## src/rtl/booth_display_pkg.sv

```systemverilog
// Shared types and sizes for the Booth product display path.
// BCD_WIDTH is also used by the display driver so the two sides of
// codigo_BCD always agree on width.
package booth_display_pkg;

  localparam int PRODUCT_WIDTH = 16;
  localparam int BCD_DIGITS    = 5;
  localparam int BCD_WIDTH     = 4 * BCD_DIGITS + 1;

  typedef enum logic [1:0] {
    IDLE  = 2'd0,
    SHIFT = 2'd1,
    DONE  = 2'd2
  } state_t;

endpackage

```

## src/rtl/binary_to_bcd_converter_if.sv

```systemverilog
// Request/result bundle between the Booth multiplier side and the
// binary-to-BCD converter. The master drives a conversion request; the
// slave reports busy/done and the registered BCD word.
interface binary_to_bcd_converter_if
  import booth_display_pkg::*;
#(
  parameter int WIDTH  = PRODUCT_WIDTH,
  parameter int DIGITS = BCD_DIGITS
);

  logic                start;
  logic [WIDTH-1:0]    binary_in;
  logic                busy;
  logic                done;
  logic [4*DIGITS:0]   codigo_BCD;

  modport master (
    output start,
    output binary_in,
    input  busy,
    input  done,
    input  codigo_BCD
  );

  modport slave (
    input  start,
    input  binary_in,
    output busy,
    output done,
    output codigo_BCD
  );

endinterface

```

## src/rtl/bcd_add3_digit.sv

```systemverilog
// Double-dabble correction for one BCD digit: a digit of 5 or more gets +3
// so that the following left shift carries correctly into the next digit.
module bcd_add3_digit (
  input  logic [3:0] i_digit,
  output logic [3:0] o_digit
);

  // Add 3 only when the shifted digit would otherwise exceed 9.
  always_comb begin
    o_digit = i_digit;
    if (i_digit >= 4'd5) begin
      o_digit = i_digit + 4'd3;
    end
  end

endmodule

```

## src/rtl/binary_to_bcd_converter.sv

```systemverilog
// Sequential double-dabble converter: signed two's-complement product in,
// sign plus DIGITS BCD digits out. One magnitude bit is consumed per cycle;
// the published word only changes on the cycle that raises done, so the
// display stays stable while a new conversion runs.
//
// state | meaning
// ------+------------------------------------------------------------
// IDLE  | waiting for start; result register holds the last value
// SHIFT | one add-3 + shift per cycle, WIDTH cycles in total
// DONE  | publish {sign, scratch}; done pulses in the following cycle
//
// DIGITS must satisfy 10^DIGITS > 2^(WIDTH-1) so the most negative input
// (whose magnitude still fits in WIDTH unsigned bits) is representable.
module binary_to_bcd_converter
  import booth_display_pkg::*;
#(
  parameter int WIDTH  = PRODUCT_WIDTH,
  parameter int DIGITS = BCD_DIGITS
) (
  input  logic                       clk,
  input  logic                       reset,
  binary_to_bcd_converter_if.slave   bus
);

  localparam int CW = $clog2(WIDTH + 1);
  localparam int SW = 4 * DIGITS;

  state_t            r_state;
  state_t            w_next_state;
  logic              r_sign;
  logic [WIDTH-1:0]  r_mag;
  logic [SW-1:0]     r_scratch;
  logic [SW-1:0]     w_adj;
  logic [CW-1:0]     r_cnt;
  logic [SW:0]       r_bcd;
  logic              r_done;
  logic              w_last_shift;

  // Per-digit add-3 correction on the scratch register.
  for (genvar g = 0; g < DIGITS; g++) begin : g_add3
    bcd_add3_digit u_add3 (
      .i_digit (r_scratch[4*g +: 4]),
      .o_digit (w_adj[4*g +: 4])
    );
  end

  assign w_last_shift = (r_cnt == CW'(WIDTH - 1));

  // State register.
  always_ff @(posedge clk or negedge reset) begin
    if (!reset) begin
      r_state <= IDLE;
    end else begin
      r_state <= w_next_state;
    end
  end

  // Next-state decode; start is only looked at in IDLE, so nothing queues.
  always_comb begin
    w_next_state = r_state;
    case (r_state)
      IDLE:    if (bus.start) w_next_state = SHIFT;
      SHIFT:   if (w_last_shift) w_next_state = DONE;
      DONE:    w_next_state = IDLE;
      default: w_next_state = IDLE;
    endcase
  end

  // Datapath: capture sign/magnitude, shift through the digits, publish.
  always_ff @(posedge clk or negedge reset) begin
    if (!reset) begin
      r_sign    <= 1'b0;
      r_mag     <= '0;
      r_scratch <= '0;
      r_cnt     <= '0;
      r_bcd     <= '0;
      r_done    <= 1'b0;
    end else begin
      r_done <= 1'b0;
      case (r_state)
        IDLE: begin
          if (bus.start) begin
            // The most negative input negates to itself, which read as
            // unsigned is exactly its magnitude, so no extra bit is needed.
            r_sign    <= bus.binary_in[WIDTH-1];
            r_mag     <= bus.binary_in[WIDTH-1] ? -bus.binary_in : bus.binary_in;
            r_scratch <= '0;
            r_cnt     <= '0;
          end
        end
        SHIFT: begin
          {r_scratch, r_mag} <= {w_adj, r_mag} << 1;
          r_cnt              <= r_cnt + 1'b1;
        end
        DONE: begin
          r_bcd  <= {r_sign, r_scratch};
          r_done <= 1'b1;
        end
        default: ;
      endcase
    end
  end

  assign bus.busy       = (r_state != IDLE);
  assign bus.done       = r_done;
  assign bus.codigo_BCD = r_bcd;

endmodule
```

## src/flat_wrapper.sv

```systemverilog
// flat-port wrapper written by rule: the top's interface ports become plain ports
module binary_to_bcd_converter_flat import booth_display_pkg::*;
#(
  parameter int WIDTH  = PRODUCT_WIDTH,
  parameter int DIGITS = BCD_DIGITS
)
  (clk, reset, bus_start, bus_binary_in, bus_busy, bus_done, bus_codigo_BCD);
  binary_to_bcd_converter_if #(.WIDTH(WIDTH), .DIGITS(DIGITS)) bus_i ();
  input  logic clk;
  input  logic reset;
  input wire logic [$bits(bus_i.start)-1:0] bus_start;
  input wire logic [$bits(bus_i.binary_in)-1:0] bus_binary_in;
  output wire logic [$bits(bus_i.busy)-1:0] bus_busy;
  output wire logic [$bits(bus_i.done)-1:0] bus_done;
  output wire logic [$bits(bus_i.codigo_BCD)-1:0] bus_codigo_BCD;
  assign bus_i.start = bus_start;
  assign bus_i.binary_in = bus_binary_in;
  assign bus_busy = bus_i.busy;
  assign bus_done = bus_i.done;
  assign bus_codigo_BCD = bus_i.codigo_BCD;
  binary_to_bcd_converter #(.WIDTH(WIDTH), .DIGITS(DIGITS)) u_core (.clk(clk), .reset(reset), .bus(bus_i));
endmodule
```

## config.mk

```make
export PLATFORM = sky130hd
export DESIGN_NAME = binary_to_bcd_converter_flat
export DESIGN_NICKNAME = d
export VERILOG_FILES = /design/src/rtl/booth_display_pkg.sv /design/src/rtl/binary_to_bcd_converter_if.sv /design/src/rtl/bcd_add3_digit.sv /design/src/rtl/binary_to_bcd_converter.sv /design/src/flat_wrapper.sv
export SDC_FILE = /design/constraint.sdc
export NUM_CORES = 1
export LEC_CHECK = 0
export CAP_MARGIN = 15
export CORE_MARGIN = 2
export CORE_UTILIZATION = 40
export CTS_CLUSTER_DIAMETER = 60
export DETAILED_ROUTE_END_ITERATION = 10
export SKIP_LAST_GASP = 1
export SLEW_MARGIN = 20
export SYNTH_ARGS = -nofsm -noshare
export SYNTH_HDL_FRONTEND = slang
export SYNTH_SLANG_ARGS = --single-unit
```

## constraint.sdc

```tcl
create_clock -name clk -period 4.3 [get_ports clk]
set_input_delay 0.43 -clock clk [delete_from_list [all_inputs] [get_ports clk]]
set_output_delay 0.43 -clock clk [all_outputs]
set_load 0.05 [all_outputs]
```

* Word-level counts from Yosys, hierarchy flattened
Index checks and enable logic that the tools add are counted.
** Word-level totals
- Register bits :: 66
- Word-level logic and storage cells :: 46
- Output and inout port bits :: 23
** Cells by class
- Eq/ne operators :: 5
- Add/sub/neg operators :: 7
- Magnitude comparators :: 5
- Muxes and demuxes :: 16
- Reductions and logical operators :: 6
** Operators by type and width (number)
- $pmux W20 S2 :: 1
- $mux W16 :: 2
- $pmux W16 S2 :: 1
- $ge A4 B3 Y1 const B :: 5
- $mux W20 :: 1
- $add A4 B2 Y4 const B :: 4
- $mux W4 :: 4
- $neg A16 Y16 :: 1
- $pmux W5 S2 :: 1
- $reduce_and A2 Y1 :: 3
- $add A5 B1 Y5 const B :: 1
- $eq A5 B4 Y1 const B :: 1
- $mux W5 :: 1
- $mux W2 :: 2
- $pmux W2 S2 :: 1
- $reduce_bool A2 Y1 :: 2
- $add A3 B2 Y3 const B :: 1
- $mux W3 :: 1
- $eq A2 B1 Y1 const B :: 1
- $eq A2 B2 Y1 const B :: 1
- $logic_not A2 Y1 :: 1
- $ne A2 B1 Y1 const B :: 1
- $ne A2 B2 Y1 const B :: 1
- $mux W1 :: 1

* Longest topological paths before layout
Gate-level depths: netlist of run 1.
- Depth in word-level cells :: 4
- Gate-level depth with buffers :: 6

* Modules after synthesis
A second synthesis of run 1 with hierarchy kept.
** Unflattened totals
- Cell total of the unflattened synthesis :: 361
- Area total of the unflattened synthesis :: 3480.8 sq um
** By module, submodules not included
- binary_to_bcd_converter :: cells an instance 281, instances 1, sequential area each 1651.6 sq um, area an instance 2974.1 sq um
- bcd_add3_digit :: cells an instance 16, instances 5, sequential area each 0.0 sq um, area an instance 101.3 sq um

* Least setup slack after synthesis of run 1
OpenSTA, ideal clock, no wires.
- Path kind :: register to register
- Start :: register u_core.r_state[0]
- End :: register u_core.r_mag[14]
- Arrival time :: 1.524 ns
- Required time :: 4.233 ns
- Stages on the path, launching flop included :: 6
- Path slack :: 2.709 ns
- Setup time :: 0.067 ns
- Path through :: dfrtp_1 > buf_6 > or3b_4 > or3_1 > mux2_2 > nand2_1
** On the way
- Longest elaborated chain between the ends :: 3
- Elaborated cells between the ends (all ways) :: 6
** RTL lines
- start: declaration :: RTL line binary_to_bcd_converter.sv:28 : state_t r_state;
- start signal: assignment :: RTL line binary_to_bcd_converter.sv:54 : r_state <= w_next_state;
- $eq A2 B1 Y1 / $logic_not A2 Y1 (equally long branches) :: RTL line binary_to_bcd_converter.sv:80 : case (r_state)
- $reduce_bool A2 Y1 (no line) / $ne A2 B2 Y1 (equally long branches)
- $reduce_and A2 Y1 (no line)
- end signal: assignment :: RTL line binary_to_bcd_converter.sv:86 : r_mag <= bus.binary_in[WIDTH-1] ? -bus.binary_in : bus.binary_in;
- end signal: assignment :: RTL line binary_to_bcd_converter.sv:92 : {r_scratch, r_mag} <= {w_adj, r_mag} << 1;
- end: declaration :: RTL line binary_to_bcd_converter.sv:31 : logic [WIDTH-1:0] r_mag;
Several ways; a longest one is shown, not always the timed one.
A chain may end at the register's enable or synchronous reset.

* Worst setup path in the final report of run 1
- Start :: register u_core.r_state[1]
- End :: output bus_busy
** On the way
- Longest elaborated chain between the ends :: 1
** RTL lines
- $reduce_bool A2 Y1 :: RTL line binary_to_bcd_converter.sv:104 : assign bus.busy = (r_state != IDLE);
- end: declaration :: RTL line flat_wrapper.sv:13 : output wire logic [$bits(bus_i.busy)-1:0] bus_busy;
No other way between the ends.

==> out/qor.yml, run 1 <==
status:
  outcome: "complete, no violations"
layout:
  regArea_mm2: 0.00165
  insertedDiodeCount: 0
  fill_cells: 735
  nets: 395
  drive_above_1_share: 0.106
  layout.cells.non_filler: 473
  multiInputGateArea_mm2: 0.00153
  area_growth_pct: 20.5
min_path:
  min_path_type: "input pin to async pin"
timing:
  rsz0062_at_grt: "false"
  fin_skew_ps: 6.46
  final.min_clock_period_ps: 2300
  maxSlewHeadroom: 0.344
  hold_viol: 0
  timing.hold.ws_ps: 169
  tightest_slew_ps: 982
  setup_violations: 0
  fmax_ghz: 0.435
  slew_viol_final: 0
  min_period_over_period: 0.535
  fin_tns_setup_ps: 0
global_routing:
  grt_start_max_net_pins: 35
  grt_pass1_wl_mm: 11.3
  gr-usage-all-layers: 0.163
  grt_overflow: 0
  grt_pass1_vias: 2439
  antenna_found_initial: 0
setup_path:
  arrival_ps: 1870
  cp-start-kind: "flop"
  cp-end-kind: "output pin"
  r2r-end: "u_core.r_scratch[7]"
  cp_num_buf_inv: 1
  critPathSlowestCell: "clkdlybuf4s50_1"
  path_max_fanout: 12
  critPathTopFamily: "buffers and inverters"
  reg2reg_setup_slack_ps: 2320
  cp.required_ps: 3870
  worstSetupPathType: "flop to output pin"
  cp_cell_sequence: "or2_2 > clkdlybuf4s50_1"
  ff2ff_path_depth: 4
  cpPeakStageDelay_ps: 700
  timing.rr.start: "u_core.r_state[1]"
yosys:
  yosysTopAreaCell: "dfrtp_1"
  synth_fp_nets: 356
  synthXorXnorAreaFrac: 0.0526
  synth_common_cells: "66 x dfrtp_1, 40 x o21ai_0, 27 x nand2_1"
  synth-compound-area-share: 0.184
  synth_top_area_share: 0.495
  synthDistinctLibCells: 45
  ys_seq_area_frac: 0.495
  ys_warn_count: 0
  yosys.cell_count.top_type: "dfrtp_1"
  syn_area_mm2: 0.00333
  synth_seq_cells: 66
  synthArstFlopShare: 1.00
  synth-edff-count: 0
  syn_avg_cell_area_um2: 10.3
  synthFlopType: "dfrtp_1"
  synthSimpleGateAreaFrac: 0.118
  netlist_instances: 324
  synth_fa_ha_area_frac: 0.0488
  synth_mux_area_frac: 0.0567
  synth_top_family_by_area: "compound AO/OA/AOI/OAI gates"
  synthTopCellsByArea: "dfrtp_1 50%, o21ai_0 6.0%, mux2_2 5.1%, ha_1 4.9%, xnor2_1 3.4%"
route:
  drcViolationCount: 0
  first_iter_violations: 100
  vias: 2474
  avgViaCountPerCell: 5.23
  firstDrtPassIters: 4
  postRouteWirelength_mm: 6.55
  detail-route-antenna-nets: 0
  post_drt_wl_per_cell_um: 13.9
power:
  p_sw_frac: 0.411
  vdd_drop_max_uv: 195
  finalPower_mw: 2.96
  p_clk_frac: 0.175
  seq_power_share: 0.364
  powerDensity_mw_per_mm2: 736
  p_sw_mw: 1.21
  p_leak_nw: 1.72
  p_comb_frac: 0.460
  intPower_mw: 1.74
floorplan:
  core_area_mm2: 0.00813
  die_h_um: 95.3
  io_pins: 42
  die_area_mm2: 0.00908
  rows: 33
  start_util: 0.410
  dieWidth_um: 95.3
cts:
  cts.clk_slew.worst_paths_ps: 70
  postCtsSetupBuffers: 0
  cts_resized: 0
  numCtsBuffers: 9
  cts-root-buf: "clkbuf_8"
  cts_buffer_depth: 2
  clock-sinks: 66
  htreeDepth: 3
  postCtsHoldBufs: 0
  insertion_delay_ps: 340
  cts_tree: "yes"
place:
  io_buffers: 41
  place_congestion: 0.744
  hpwl_mm: 4.54
  placed_cells_incl_taps: 457
flow_run:
  maxCapViolCount: 0
-- final cells by class --
cell class | count | share of cell area
inverter | 18 | 0.0168
multi-input combinational | 223 | 0.382
clock buffer | 14 | 0.0405
clock inverter | 2 | 0.00872
tap | 105 | 0.0327
sequential | 66 | 0.411
timing repair buffer | 45 | 0.108
-- flip-flops by register name (all words and copies together), names as in the netlist --
signal / count
u_core.r_mag: 16
u_core.r_scratch: 20
u_core.r_state: 2
u_core.bus.done: 1
u_core.bus.codigo_BCD: 21
u_core.r_sign: 1
u_core.r_cnt: 5
-- power groups by stage --
stage / clock, mW / combinational (mW) / sequential, mW
global placement: 0 / 1.35 / 1.08
CTS: 0.537 / 1.38 / 1.08
global route: 0.558 / 1.52 / 1.12
detailed placement: 0 / 1.37 / 1.09
finish: 0.518 / 1.36 / 1.08
floorplan: 0 / 0.742 / 1.33
-- metrics by stage --
step / util / area (µm²) / setup slack [ps]
floorplan: - / 3330 / 2710
global placement: 0.469 / 3820 / 2020
detailed placement: 0.469 / 3820 / 1960
CTS: 0.494 / 4020 / 1980
global route: 0.494 / 4020 / 1920
finish: 0.494 / 4020 / 2000
-- cell families after synthesis --
family          after synthesis
buf+inv                      35
flops                        66
fa+ha+maj                    13
simple gates                 77
mux                          17
compound gates               96
xor+xnor                     20
-- worst max-delay path by stage --
stage / end / startpoint / cells past startpoint / slack, ps
floorplan: u_core.r_mag[14] / u_core.r_state[0] / 5 / 2710
global placement: u_core.r_mag[14] / bus_start / 5 / 2020
detailed placement: u_core.r_mag[14] / bus_start / 5 / 1960
CTS: bus_busy / u_core.r_state[1] / 2 / 1980
global route: bus_busy / u_core.r_state[1] / 2 / 1920
finish: bus_busy / u_core.r_state[1] / 2 / 2000
-- cells in the final DEF, fill, tap and decap left out, types with 9 or more instances in the layout --
cell	count
dfrtp_1	66
o21ai_0	40
clkdlybuf4s50_1	40
nand2_1	27
inv_1	18
nand3_1	17
mux2_2	15
xnor2_1	13
ha_1	13
a21oi_1	12
clkbuf_8	11
o31ai_1	10
a22oi_1	9
-- per-layer routing --
layer / routed length [µm] / vias up / global-route usage
met5: 0 / - / 0
met3: 322 / 7 / 0.0277
li1: - / 1237 / -
met1: 3020 / 1171 / 0.202
met2: 3100 / 59 / 0.271
met4: 107 / 0 / 0.0870
No activity file was read; power rests on OpenSTA's default activity.
==> run 2: changes to the inputs <==
==> constraint.sdc (replaced) <==
create_clock -name clk -period 2 [get_ports clk]
set_input_delay 0.2 -clock clk [delete_from_list [all_inputs] [get_ports clk]]
set_output_delay 0.2 -clock clk [all_outputs]
set_load 0.05 [all_outputs]
==> run 2 against run 1 <==
Against the previous run:
- clock skew rose by 2.3 ps
- routed wire length grew 3.6%
- cell area up 2.6%
- sequential power increased by 110%
- cell count grew 2.3%
- non-clock buffer count rose by 11
- via count up 2.4%
- sequential cell count unchanged
- global-route usage increased by 0.63 points
- first-iteration DRC count up 11%
- highest routed layer unchanged
==> out/qor.yml, run 2 (same netlist as run 1, synthesis figures left out) <==
status:
  outcome: "complete, no violations"
floorplan:
  die_area_mm2: 0.00908
  rows: 33
  start_util: 0.410
  die_h_um: 95.3
  io_pins: 42
  dieWidth_um: 95.3
  core_area_mm2: 0.00813
global_routing:
  grt_pass1_wl_mm: 11.7
  gr-usage-all-layers: 0.169
  antenna_found_initial: 0
  grt_pass1_vias: 2510
  grt_start_max_net_pins: 67
  grt_overflow: 0
cts:
  cts_tree: "yes"
  postCtsSetupBuffers: 0
  htreeDepth: 3
  cts_buffer_depth: 2
  cts-root-buf: "clkbuf_8"
  insertion_delay_ps: 350
  clock-sinks: 66
  numCtsBuffers: 9
  cts.clk_slew.worst_paths_ps: 80
timing:
  tightest_slew_ps: 834
  final.min_clock_period_ps: 1800
  fmax_ghz: 0.557
  maxSlewHeadroom: 0.443
  setup_violations: 0
  min_period_over_period: 0.898
  finalWorstSetupSlack_ps: 204
  fin_tns_setup_ps: 0
  timing.hold.ws_ps: 410
  fin_skew_ps: 8.79
  slew_viol_final: 0
  rsz0062_at_grt: "false"
  hold_viol: 0
setup_path:
  cp-end-kind: "output pin"
  cp.required_ps: 1800
  r2r-end: "u_core.r_mag[14]"
  path_max_fanout: 11
  reg2reg_setup_slack_ps: 320
  arrival_ps: 1600
  cpPeakStageDelay_ps: 490
  ff2ff_path_depth: 4
  critPathTopFamily: "flip-flops"
  critPathSlowestCell: "dfrtp_1"
  cp_cell_sequence: "or2_2 > dlygate4sd2_1"
  worstSetupPathType: "flop to output pin"
  startpoint: "u_core.r_state[0]"
  cp-start-kind: "flop"
  cp_num_buf_inv: 1
  timing.rr.start: "u_core.r_state[0]"
route:
  avgViaCountPerCell: 5.24
  postRouteWirelength_mm: 6.79
  drcViolationCount: 0
  detail-route-antenna-nets: 0
  post_drt_wl_per_cell_um: 14.0
  firstDrtPassIters: 4
  vias: 2534
  first_iter_violations: 111
layout:
  final_cell_mix: "66 x dfrtp_1, 40 x o21ai_0, 39 x clkdlybuf4s50_1"
  drive_above_1_share: 0.135
  final_core_util: 0.507
  insertedDiodeCount: 0
  largest_reg_flops: 21
  layout.cells.non_filler: 484
  layout_commonest_cell: "dfrtp_1"
  area_growth_pct: 23.7
  nets: 406
power:
  vdd_drop_max_uv: 390
  p_leak_nw: 1.78
  powerDensity_mw_per_mm2: 1560
min_path:
  min_path_type: "input pin to async pin"
place:
  place_congestion: 0.788
  hpwl_mm: 4.64
  pre_cts_slack_ps: 91.8
  io_buffers: 41
  placed_cells_incl_taps: 467
flow_run:
  maxCapViolCount: 0
-- run 2: layout make-up --
type / instances / area, µm²
clock buffer: 10 / 128
clock inverter: 6 / 67.6
fill: 742 / 4010
inverter: 18 / 67.6
multi-input combinational: 223 / 1530
sequential: 66 / 1650
tap: 105 / 131
timing repair buffer: 56 / 544
-- run 2: power breakdown --
| part | internal, mW | leakage, nW | switching (mW) |
|---|---|---|---|
| registers | 1.91 | 0.826 | 0.401 |
| clock network | 0.577 | 0.0925 | 0.515 |
| logic | 1.24 | 0.856 | 1.77 |
-- run 2: repair_timing --
action                                  CTS  global route
endpoints found under the setup margin    1             0
hold buffers                              1             0
resized for setup                         1             0
endpoints found under the hold margin    66             0
-- run 2: worst max-delay path by stage --
stage | endpoint | slack [ps] | depth (start not counted)
after floorplan | u_core.r_mag[14] | 410 | 5
after global placement | u_core.r_mag[14] | 120 | 6
after detailed placement | u_core.r_mag[11] | 90 | 5
after CTS | bus_busy | 180 | 2
after global routing | bus_busy | 130 | 2
final | bus_busy | 200 | 2
-- run 2: worst reg2reg max path, cell delays in order (launching register included) --
cell     delay [ps]
dfrtp_1         490
or3b_4          440
or3_1           360
mux2_2          280
nand2_1          60
-- run 2: layer usage --
layer  part of all wire  GRT usage  wire, µm
met3              0.041     0.0395       276
met1               0.48      0.216      3260
met5                  0          0         0
met2               0.46      0.272      3110
met4              0.021     0.0773       146
-- run 2: through the flow --
stage	power (mW)	cell area [µm²]
after floorplan	4.46	3330
after CTS	6.51	4120
after detailed placement	5.38	3920
final	6.42	4120
after global routing	6.95	4120
after global placement	5.29	3920
